--- config.mk ---
export PLATFORM = sky130hd
export DESIGN_NAME = dkong_uart_tx
export DESIGN_NICKNAME = d
export VERILOG_FILES = /design/src/rtl/dkong_uart_pkg.sv /design/src/rtl/dkong_uart_fifo.sv /design/src/rtl/dkong_uart_tx.sv
export SDC_FILE = /design/constraint.sdc
export NUM_CORES = 1
export LEC_CHECK = 0
export ABC_AREA = 1
export BUFFER_PORTS_ARGS = -buffer_cell sky130_fd_sc_hd__buf_2
export CAP_MARGIN = 30
export CORE_MARGIN = 3
export CORE_UTILIZATION = 55
export CTS_CLUSTER_DIAMETER = 150
export DETAILED_ROUTE_END_ITERATION = 8
export PLACE_DENSITY = 0.74
export SLEW_MARGIN = 20
export SYNTH_ARGS = -nofsm -noshare
export SYNTH_HDL_FRONTEND = slang
export SYNTH_SLANG_ARGS = --single-unit
--- constraint.sdc ---
create_clock -name masterclk -period 3.3 [get_ports masterclk]
set_input_delay 0.825 -clock masterclk [delete_from_list [all_inputs] [get_ports masterclk]]
set_output_delay 0.825 -clock masterclk [all_outputs]
set_load 0.1 [all_outputs]
--- src/rtl/dkong_uart_pkg.sv ---
// Shared definitions for the dkong UART transmitter and its matching receiver.
// Macro DKONG_UART_PARITY_EN adds the PARITY state to the frame encoding.
package dkong_uart_pkg;

    localparam logic START_BIT = 1'b0;
    localparam logic STOP_BIT  = 1'b1;
    localparam int   DATA_BITS = 8;

    typedef enum logic [2:0] {
        ST_IDLE   = 3'd0,
        ST_START  = 3'd1,
        ST_DATA   = 3'd2,
`ifdef DKONG_UART_PARITY_EN
        ST_PARITY = 3'd3,
`endif
        ST_STOP   = 3'd4
    } uart_state_t;

    // Even parity: the bit that makes the total count of ones even.
    function automatic logic even_parity(input logic [DATA_BITS-1:0] d);
        return ^d;
    endfunction

endpackage

--- src/rtl/dkong_uart_fifo.sv ---
// Synchronous FIFO with full/empty/count. Pointers carry one extra wrap bit
// so full and empty are distinguishable when the index bits match.
module dkong_uart_fifo #(
    parameter int WIDTH = 8,
    parameter int DEPTH = 4
) (
    input  logic                     clk,
    input  logic                     rst,
    input  logic                     push,
    input  logic                     pop,
    input  logic [WIDTH-1:0]         wdata,
    output logic [WIDTH-1:0]         rdata,
    output logic                     full,
    output logic                     empty,
    output logic [$clog2(DEPTH):0]   count
);
    localparam int AW = $clog2(DEPTH);

    logic [WIDTH-1:0] mem [DEPTH];
    logic [AW:0]      wr_ptr;
    logic [AW:0]      rd_ptr;
    logic             push_ok;
    logic             pop_ok;

    assign push_ok = push && !full;
    assign pop_ok  = pop && !empty;
    assign count   = wr_ptr - rd_ptr;
    assign empty   = (wr_ptr == rd_ptr);
    assign full    = (count == (AW+1)'(DEPTH));
    assign rdata   = mem[rd_ptr[AW-1:0]];

    // Pointer update; both may move on the same edge, leaving count unchanged.
    always_ff @(posedge clk) begin
        if (rst) begin
            wr_ptr <= '0;
            rd_ptr <= '0;
        end else begin
            if (push_ok) wr_ptr <= wr_ptr + 1'b1;
            if (pop_ok)  rd_ptr <= rd_ptr + 1'b1;
        end
    end

    // Storage write.
    // NOTE: the array has no reset; empty slots are never read, and leaving it
    // out lets the storage map onto plain RAM/flops without a reset fan-out.
    always_ff @(posedge clk) begin
        if (push_ok) mem[wr_ptr[AW-1:0]] <= wdata;
    end

endmodule

--- src/rtl/dkong_uart_tx.sv ---
// UART transmitter: FIFO-buffered, 8N1 frames (8E1 with DKONG_UART_PARITY_EN).
// ser_out and busy are registered from the current state, so both trail the
// FSM by one cycle and stay aligned with each other.
module dkong_uart_tx
    import dkong_uart_pkg::*;
#(
    parameter int CLKS_PER_BIT = 1,
    parameter int FIFO_DEPTH   = 4
) (
    input  logic                          masterclk,
    input  logic                          rst,
    input  logic [7:0]                    tx_data,
    input  logic                          tx_valid,
    output logic                          tx_ready,
    output logic                          ser_out,
    output logic                          busy,
    output logic [$clog2(FIFO_DEPTH):0]   fifo_count
);
    localparam int              CW       = (CLKS_PER_BIT > 1) ? $clog2(CLKS_PER_BIT) : 1;
    localparam logic [CW-1:0]   LAST_CLK = CW'(CLKS_PER_BIT - 1);
    localparam logic [2:0]      LAST_BIT = 3'(DATA_BITS - 1);

    uart_state_t          state;
    uart_state_t          next_state;
    logic [CW-1:0]        clk_cnt;
    logic [2:0]           bit_idx;
    logic [7:0]           shreg;
    logic [7:0]           fifo_head;
    logic                 fifo_full;
    logic                 fifo_empty;
    logic                 push;
    logic                 pop;
    logic                 bit_end;
    logic                 line_bit;
`ifdef DKONG_UART_PARITY_EN
    logic                 parity_bit;
`endif

    assign tx_ready = !fifo_full && !rst;
    assign push     = tx_valid && tx_ready;
    assign bit_end  = (clk_cnt == LAST_CLK);

    dkong_uart_fifo #(
        .WIDTH (8),
        .DEPTH (FIFO_DEPTH)
    ) u_fifo (
        .clk   (masterclk),
        .rst   (rst),
        .push  (push),
        .pop   (pop),
        .wdata (tx_data),
        .rdata (fifo_head),
        .full  (fifo_full),
        .empty (fifo_empty),
        .count (fifo_count)
    );

    // State register.
    // NOTE: sequential state uses non-blocking assignments so every flop sees
    // the pre-edge values of the others, independent of statement order.
    always_ff @(posedge masterclk) begin
        if (rst) state <= ST_IDLE;
        else     state <= next_state;
    end

    // Next-state and pop decision; pops happen only at frame boundaries.
    // NOTE: every output of this block gets a default first, so no path can
    // leave one unassigned and infer a latch.
    always_comb begin
        next_state = state;
        pop        = 1'b0;
        case (state)
            ST_IDLE: begin
                if (!fifo_empty) begin
                    next_state = ST_START;
                    pop        = 1'b1;
                end
            end
            ST_START: begin
                if (bit_end) next_state = ST_DATA;
            end
            ST_DATA: begin
                if (bit_end && bit_idx == LAST_BIT) begin
`ifdef DKONG_UART_PARITY_EN
                    next_state = ST_PARITY;
`else
                    next_state = ST_STOP;
`endif
                end
            end
`ifdef DKONG_UART_PARITY_EN
            ST_PARITY: begin
                if (bit_end) next_state = ST_STOP;
            end
`endif
            ST_STOP: begin
                if (bit_end) begin
                    if (!fifo_empty) begin
                        next_state = ST_START;
                        pop        = 1'b1;
                    end else begin
                        next_state = ST_IDLE;
                    end
                end
            end
            default: next_state = ST_IDLE;
        endcase
    end

    // Line level for the bit the FSM is currently in.
    always_comb begin
        line_bit = STOP_BIT;
        case (state)
            ST_START:  line_bit = START_BIT;
            ST_DATA:   line_bit = shreg[0];
`ifdef DKONG_UART_PARITY_EN
            ST_PARITY: line_bit = parity_bit;
`endif
            default:   line_bit = STOP_BIT;
        endcase
    end

    // Bit timing, shift register and registered line/busy outputs.
    always_ff @(posedge masterclk) begin
        if (rst) begin
            clk_cnt    <= '0;
            bit_idx    <= '0;
            shreg      <= '0;
            ser_out    <= STOP_BIT;
            busy       <= 1'b0;
`ifdef DKONG_UART_PARITY_EN
            parity_bit <= 1'b0;
`endif
        end else begin
            ser_out <= line_bit;
            busy    <= (state != ST_IDLE) || !fifo_empty;

            if (state == ST_IDLE || bit_end) clk_cnt <= '0;
            else                             clk_cnt <= clk_cnt + 1'b1;

            if (pop) begin
                shreg      <= fifo_head;
                bit_idx    <= '0;
`ifdef DKONG_UART_PARITY_EN
                parity_bit <= even_parity(fifo_head);
`endif
            end else if (state == ST_DATA && bit_end) begin
                shreg   <= {1'b0, shreg[7:1]};
                bit_idx <= bit_idx + 1'b1;
            end
        end
    end

endmodule

# After elaboration in Yosys (flattened, before gate mapping)
# Memory sizes are Yosys's and may differ from the RTL's. A register that Yosys moved wholly into a read port is not among the register bits.
# Index checks and enable logic that the tools add are counted.
# totals
ram_bits	32
mem_count	1
output_inout_bits	6
latch_bits	0
romBits	0
regBits	23
wordCells	58
# classes
reduce_logical	17
shifts	0
multipliers	0
n_eq_ne	10
addsub	5
magnitude_cmp	0
mux	16
bitwise_logic	1
n_div	0
# memory_table
name	depth	width	read_ports	rd_clocked_by_memory_dff	wr	line	text
u_fifo.mem	4	8	1	1	1	dkong_uart_fifo.sv:19	logic [WIDTH-1:0] mem [DEPTH];
# op_table
op	n
two-way mux 8 bit	2
two-way mux 3 bit	4
one-hot mux 3 bit (4 select lines)	1
adder 3 x 1 -> 3 bit (second input constant)	3
equality test 3 bit (second input constant)	3
inequality test 2 bit (second input constant)	4
logical AND 1 bit	6
two-way mux 1 bit	5
two-way mux 2 bit	2
one-hot mux 1 bit (2 select lines)	2
AND reduction 4 bit	1
OR reduction 2 bit	2
equality test 3 x 1 -> 1 bit (second input constant)	1
equality test 3 x 2 -> 1 bit (second input constant)	1
equality test 3 bit	1
logical NOT 1 bit	3
logical NOT 3 bit	1
nonzero test 3 bit	1
subtractor 3 bit	1
logical OR 1 bit	2
nonzero test 2 bit	1
adder 1 bit (second input constant)	1
NOT 1 bit	1

# Depth between registers and ports, before layout
# depth
depth_word	8
ltp_mapped	10
depth_no_buf	10

# Modules after synthesis
# Synthesis repeated with hierarchy kept, for this count alone.
# unflattened
hier_cells	266
hier_area_um2	2546.2
# modules_own_cells
module	instances	cells_each	area_per_inst_um2
dkong_uart_fifo	1	150	1716.6
dkong_uart_tx	1	116	829.5

# Worst setup path after synthesis
# OpenSTA, ideal clock, no wires.
# synth_timing
kind	register -> output
from	reg u_fifo.wr_ptr[0]
to	out tx_ready
arrival_ps	1966
t_required_ps	2475
setup_slack_ps	509
path_buffers	0
path_stages_with_launch	9
path_cell_list	dfxtp_1 -> inv_1 -> ha_1 -> fa_1 -> nand2_1 -> inv_1 -> nand3_1 -> nand2_1 -> inv_1
# synth_via
elab_chain_len	4
# synth_lines
item	line	text
start, declared	dkong_uart_fifo.sv:20	logic [AW:0] wr_ptr;
start signal, assigned	dkong_uart_fifo.sv:38	if (push_ok) wr_ptr <= wr_ptr + 1'b1;
subtractor 3 bit	dkong_uart_fifo.sv:27	assign count = wr_ptr - rd_ptr;
equality test 3 bit	dkong_uart_fifo.sv:29	assign full = (count == (AW+1)'(DEPTH));
logical NOT 1 bit	dkong_uart_tx.sv:39	assign tx_ready = !fifo_full && !rst;
logical AND 1 bit	dkong_uart_tx.sv:39	
end, declared	dkong_uart_tx.sv:14	output logic tx_ready,
# Every way passes these cells.

# Worst setup path after layout
# Ends and elaborated chain as after synthesis.

==> results.sh <==
export IMPL_status="finished clean"
export IMPL_finalCritPeriodShare_pct=93.2
export IMPL_clock_sinks=57
export IMPL_max_cap_viol_count=0
export IMPL_wl_per_cell_um=12.9
export IMPL_cts_root_buf="clkbuf_8"
export IMPL_avgSynthCellArea_um2=9.32
export IMPL_met2_length_um=2130
export IMPL_rsz0062_at_grt="false"
export IMPL_vias=1790
export IMPL_synth_distinct_cells=29
export IMPL_yosysTopAreaCell="edfxtp_1"
export IMPL_core_um2=4200
export IMPL_h_tree_depth=3
export IMPL_fin_tns_setup_ns=0
export IMPL_die_area_um2=5430
export IMPL_wl_met3_um=175
export IMPL_synth_warnings=0
export IMPL_crit_path_max_incr_delay_ns=0.48
export IMPL_initial_utilization_pct=59.9
export IMPL_synthTopCellsByArea="edfxtp_1 (38%), dfxtp_1 (20%), nand2_1 (9.2%), nand3_1 (4.8%), nor2_1 (4.8%)"
export IMPL_grt_max_degree=23
export IMPL_r2r_start="u_fifo.wr_ptr[0]"
export IMPL_synth_seq_cells=57
export IMPL_p_sw_mw=1.09
export IMPL_num_rows=23
export IMPL_layout_commonest_cell="nand2_1"
export IMPL_relSlewSlack_pct=59.4
export IMPL_switching_share_pct=42.4
export IMPL_syn_to_final_growth_pct=12.4
export IMPL_syn_nets=291
export IMPL_cp_cell_sequence="inv_1 > ha_1 > fa_1 > nand2_1 > inv_1 > nand3_1 > nand2_1 > inv_1 > clkbuf_4"
export IMPL_power_leakage_nw=1.17
export IMPL_gp_congestion=0.825
export IMPL_pwr_share_seq_pct=37.8
export IMPL_drt_iter0_drc=121
export IMPL_clkLatencyLatePin_ns=0.33
export IMPL_internal_power_mw=1.48
export IMPL_setup_viol=0
export IMPL_layout_nets=314
export IMPL_timing_critical_path_buf_inv=4
export IMPL_wirelength_um=4480
export IMPL_cts_buffers=9
export IMPL_crit_path_max_fanout=4
export IMPL_critical_path_required_ns=2.47
export IMPL_tightest_slew_ns=0.609
export IMPL_overflow=0
export IMPL_path_common_cell="inv_1"
export IMPL_worstHoldStart="bit_idx[1]"
export IMPL_die_x_um=73.7
export IMPL_max_freq_mhz=325
export IMPL_crit_path_start="u_fifo.wr_ptr[0]"
export IMPL_hold_class="reg -> reg"
export IMPL_ant_nets=0
export IMPL_cts_tree="built"
export IMPL_ios=17
export IMPL_viasPerCell=5.14
export IMPL_p_per_area_nw_per_um2=911
export IMPL_drcViolationCount=0
export IMPL_synth_top_area_share_pct=38.2
export IMPL_whs_ns=0.470
export IMPL_clock_power_share_pct=23.6
export IMPL_critPathCaptureType="output pin"
export IMPL_fill_cells=341
export IMPL_n_antenna_cell=0
export IMPL_hold_viol_final=0
export IMPL_antenna_found_initial=0
export IMPL_drt_first_pass_iters=4
export IMPL_drive_above_1_share_pct=14.8
export IMPL_finalCoreUtilization_pct=67.3
export IMPL_grt_pass1_wl_um=7570
export IMPL_comb_power_share_pct=38.6
export IMPL_critPathLaunchType="register"
export IMPL_cp_data_arrival_time_ns=2.25
export IMPL_synth_yosys_seq_area_share_pct=58.1
export IMPL_die_y_um=73.7
export IMPL_irDropWorstVdd_mv=0.785
export IMPL_slowest_stage="fa_1"
export IMPL_layout_common_cells="nand2_1 (62), nor2_1 (32), edfxtp_1 (32), inv_1 (26), dfxtp_1 (25)"
export IMPL_cts_path_max_buffers=2
export IMPL_track_usage_pct=19.5
export IMPL_first_global_vias=1682
export IMPL_crit_family="adder cells"
export IMPL_finClkSkew_ns=0.00598
export IMPL_top_layer="met4"
export IMPL_clk_pin_slew_ns=0.07
export IMPL_slew_viol_final=0
export IMPL_place_detailed_hpwl_um=3060
export IMPL_drt_met1_wl_um=2080
export IMPL_netlist_instances=270
export IMPL_period_needed_ns=3.07
export IMPL_port_buffers=16
export IMPL_syn_area_um2=2520
export IMPL_path_class="reg -> out"
-- power groups by stage --
stage / sequential, mW / clock [mW] / combinational (mW)
after floorplan: 1.02 / 0 / 0.827
after global placement: 0.986 / 0 / 0.987
after detailed placement: 0.993 / 0 / 0.998
after CTS: 0.978 / 0.618 / 1.00
after global routing: 0.994 / 0.661 / 1.11
final: 0.975 / 0.609 / 0.994
-- per-layer routing --
layer,vias up,GRT usage [%]
met5,-,0
met4,0,10.7
met3,10,6.98
met2,25,29.1
met1,823,24.5
li1,932,-
-- kinds of logic (layout without fill, tap and decap cells) --
group                      after synthesis  count (layout)  share of synthesized area, %
xor gates and xnor gates                 1               1                         0.348
buffers and inverters                   39              67                          6.71
DFF                                     57              57                          58.1
AOI/OAI and AO/OA                       31              31                          6.91
other                                    1               1                         0.149
adders and majority gates               10              10                          5.27
and+or+nand+nor                        131             131                          22.6
-- path summary, 6_finish.rpt --
kind / endpoint / slack, ns / depth (start not counted)
worst max-delay path: tx_ready / 0.23 / 9
worst min-delay path: bit_idx[1] / 0.47 / 2
worst max register to register: u_fifo.mem[1][0] / 1.05 / 9
worst min register to register: bit_idx[1] / 0.47 / 2
-- registers in the layout, summed over array words and instances (netlist names), named ones only --
register,cells
bit_idx,3
busy,1
clk_cnt,1
ser_out,1
shreg,8
state,3
u_fifo.mem,32
u_fifo.rd_ptr,3
u_fifo.wr_ptr,3
-- what timing repair did --
| action | CTS | global route |
|---|---|---|
| buffers inserted | 0 | 0 |
| hold buffers | 0 | 0 |
| gates resized for setup | 0 | 1 |
| endpoints found under the setup margin | 0 | 1 |
| endpoints found under the hold margin | 0 | 0 |
-- cell type report --
type,instances,area (um^2),share of cell area [%]
repair buffers,21,120,4.25
flip-flops and latches,57,1460,51.7
inverters,30,113,3.98
clock inverters,7,61.3,2.17
multi-input cells,174,887,31.4
well taps,50,62.6,2.21
clock buffers,9,124,4.38
-- per-stage QoR --
stage               power (mW)  instances  cell area, um^2  setup slack, ns
floorplan                 1.85        270             2520            0.509
global placement          1.97        332             2640            0.562
CTS                       2.60        348             2830            0.114
finish                    2.58        348             2830            0.225
detailed placement        1.99        332             2640            0.499
global route              2.76        348             2830           0.0767
-- synth_stat cells, drive strengths merged --
cell type and count:
nand2 64, nor2 33, edfxtp 32, inv 30
dfxtp 25, nand3 25, a21oi 18, ha 9
o21ai 9, buf 6, nand4 4, clkbuf 3
nor3 2, o22ai 2, and2 1, conb 1
fa 1, nand3b 1, o211ai 1, o21bai 1
or2 1, xor2 1
-- tightest hold or removal path, cell delays in order (launching register included) --
cell and delay [ns]:
dfxtp_1 0.31, nand2_1 0.06, a21oi_1 0.05
No activity file was read; power rests on OpenSTA's default activity.
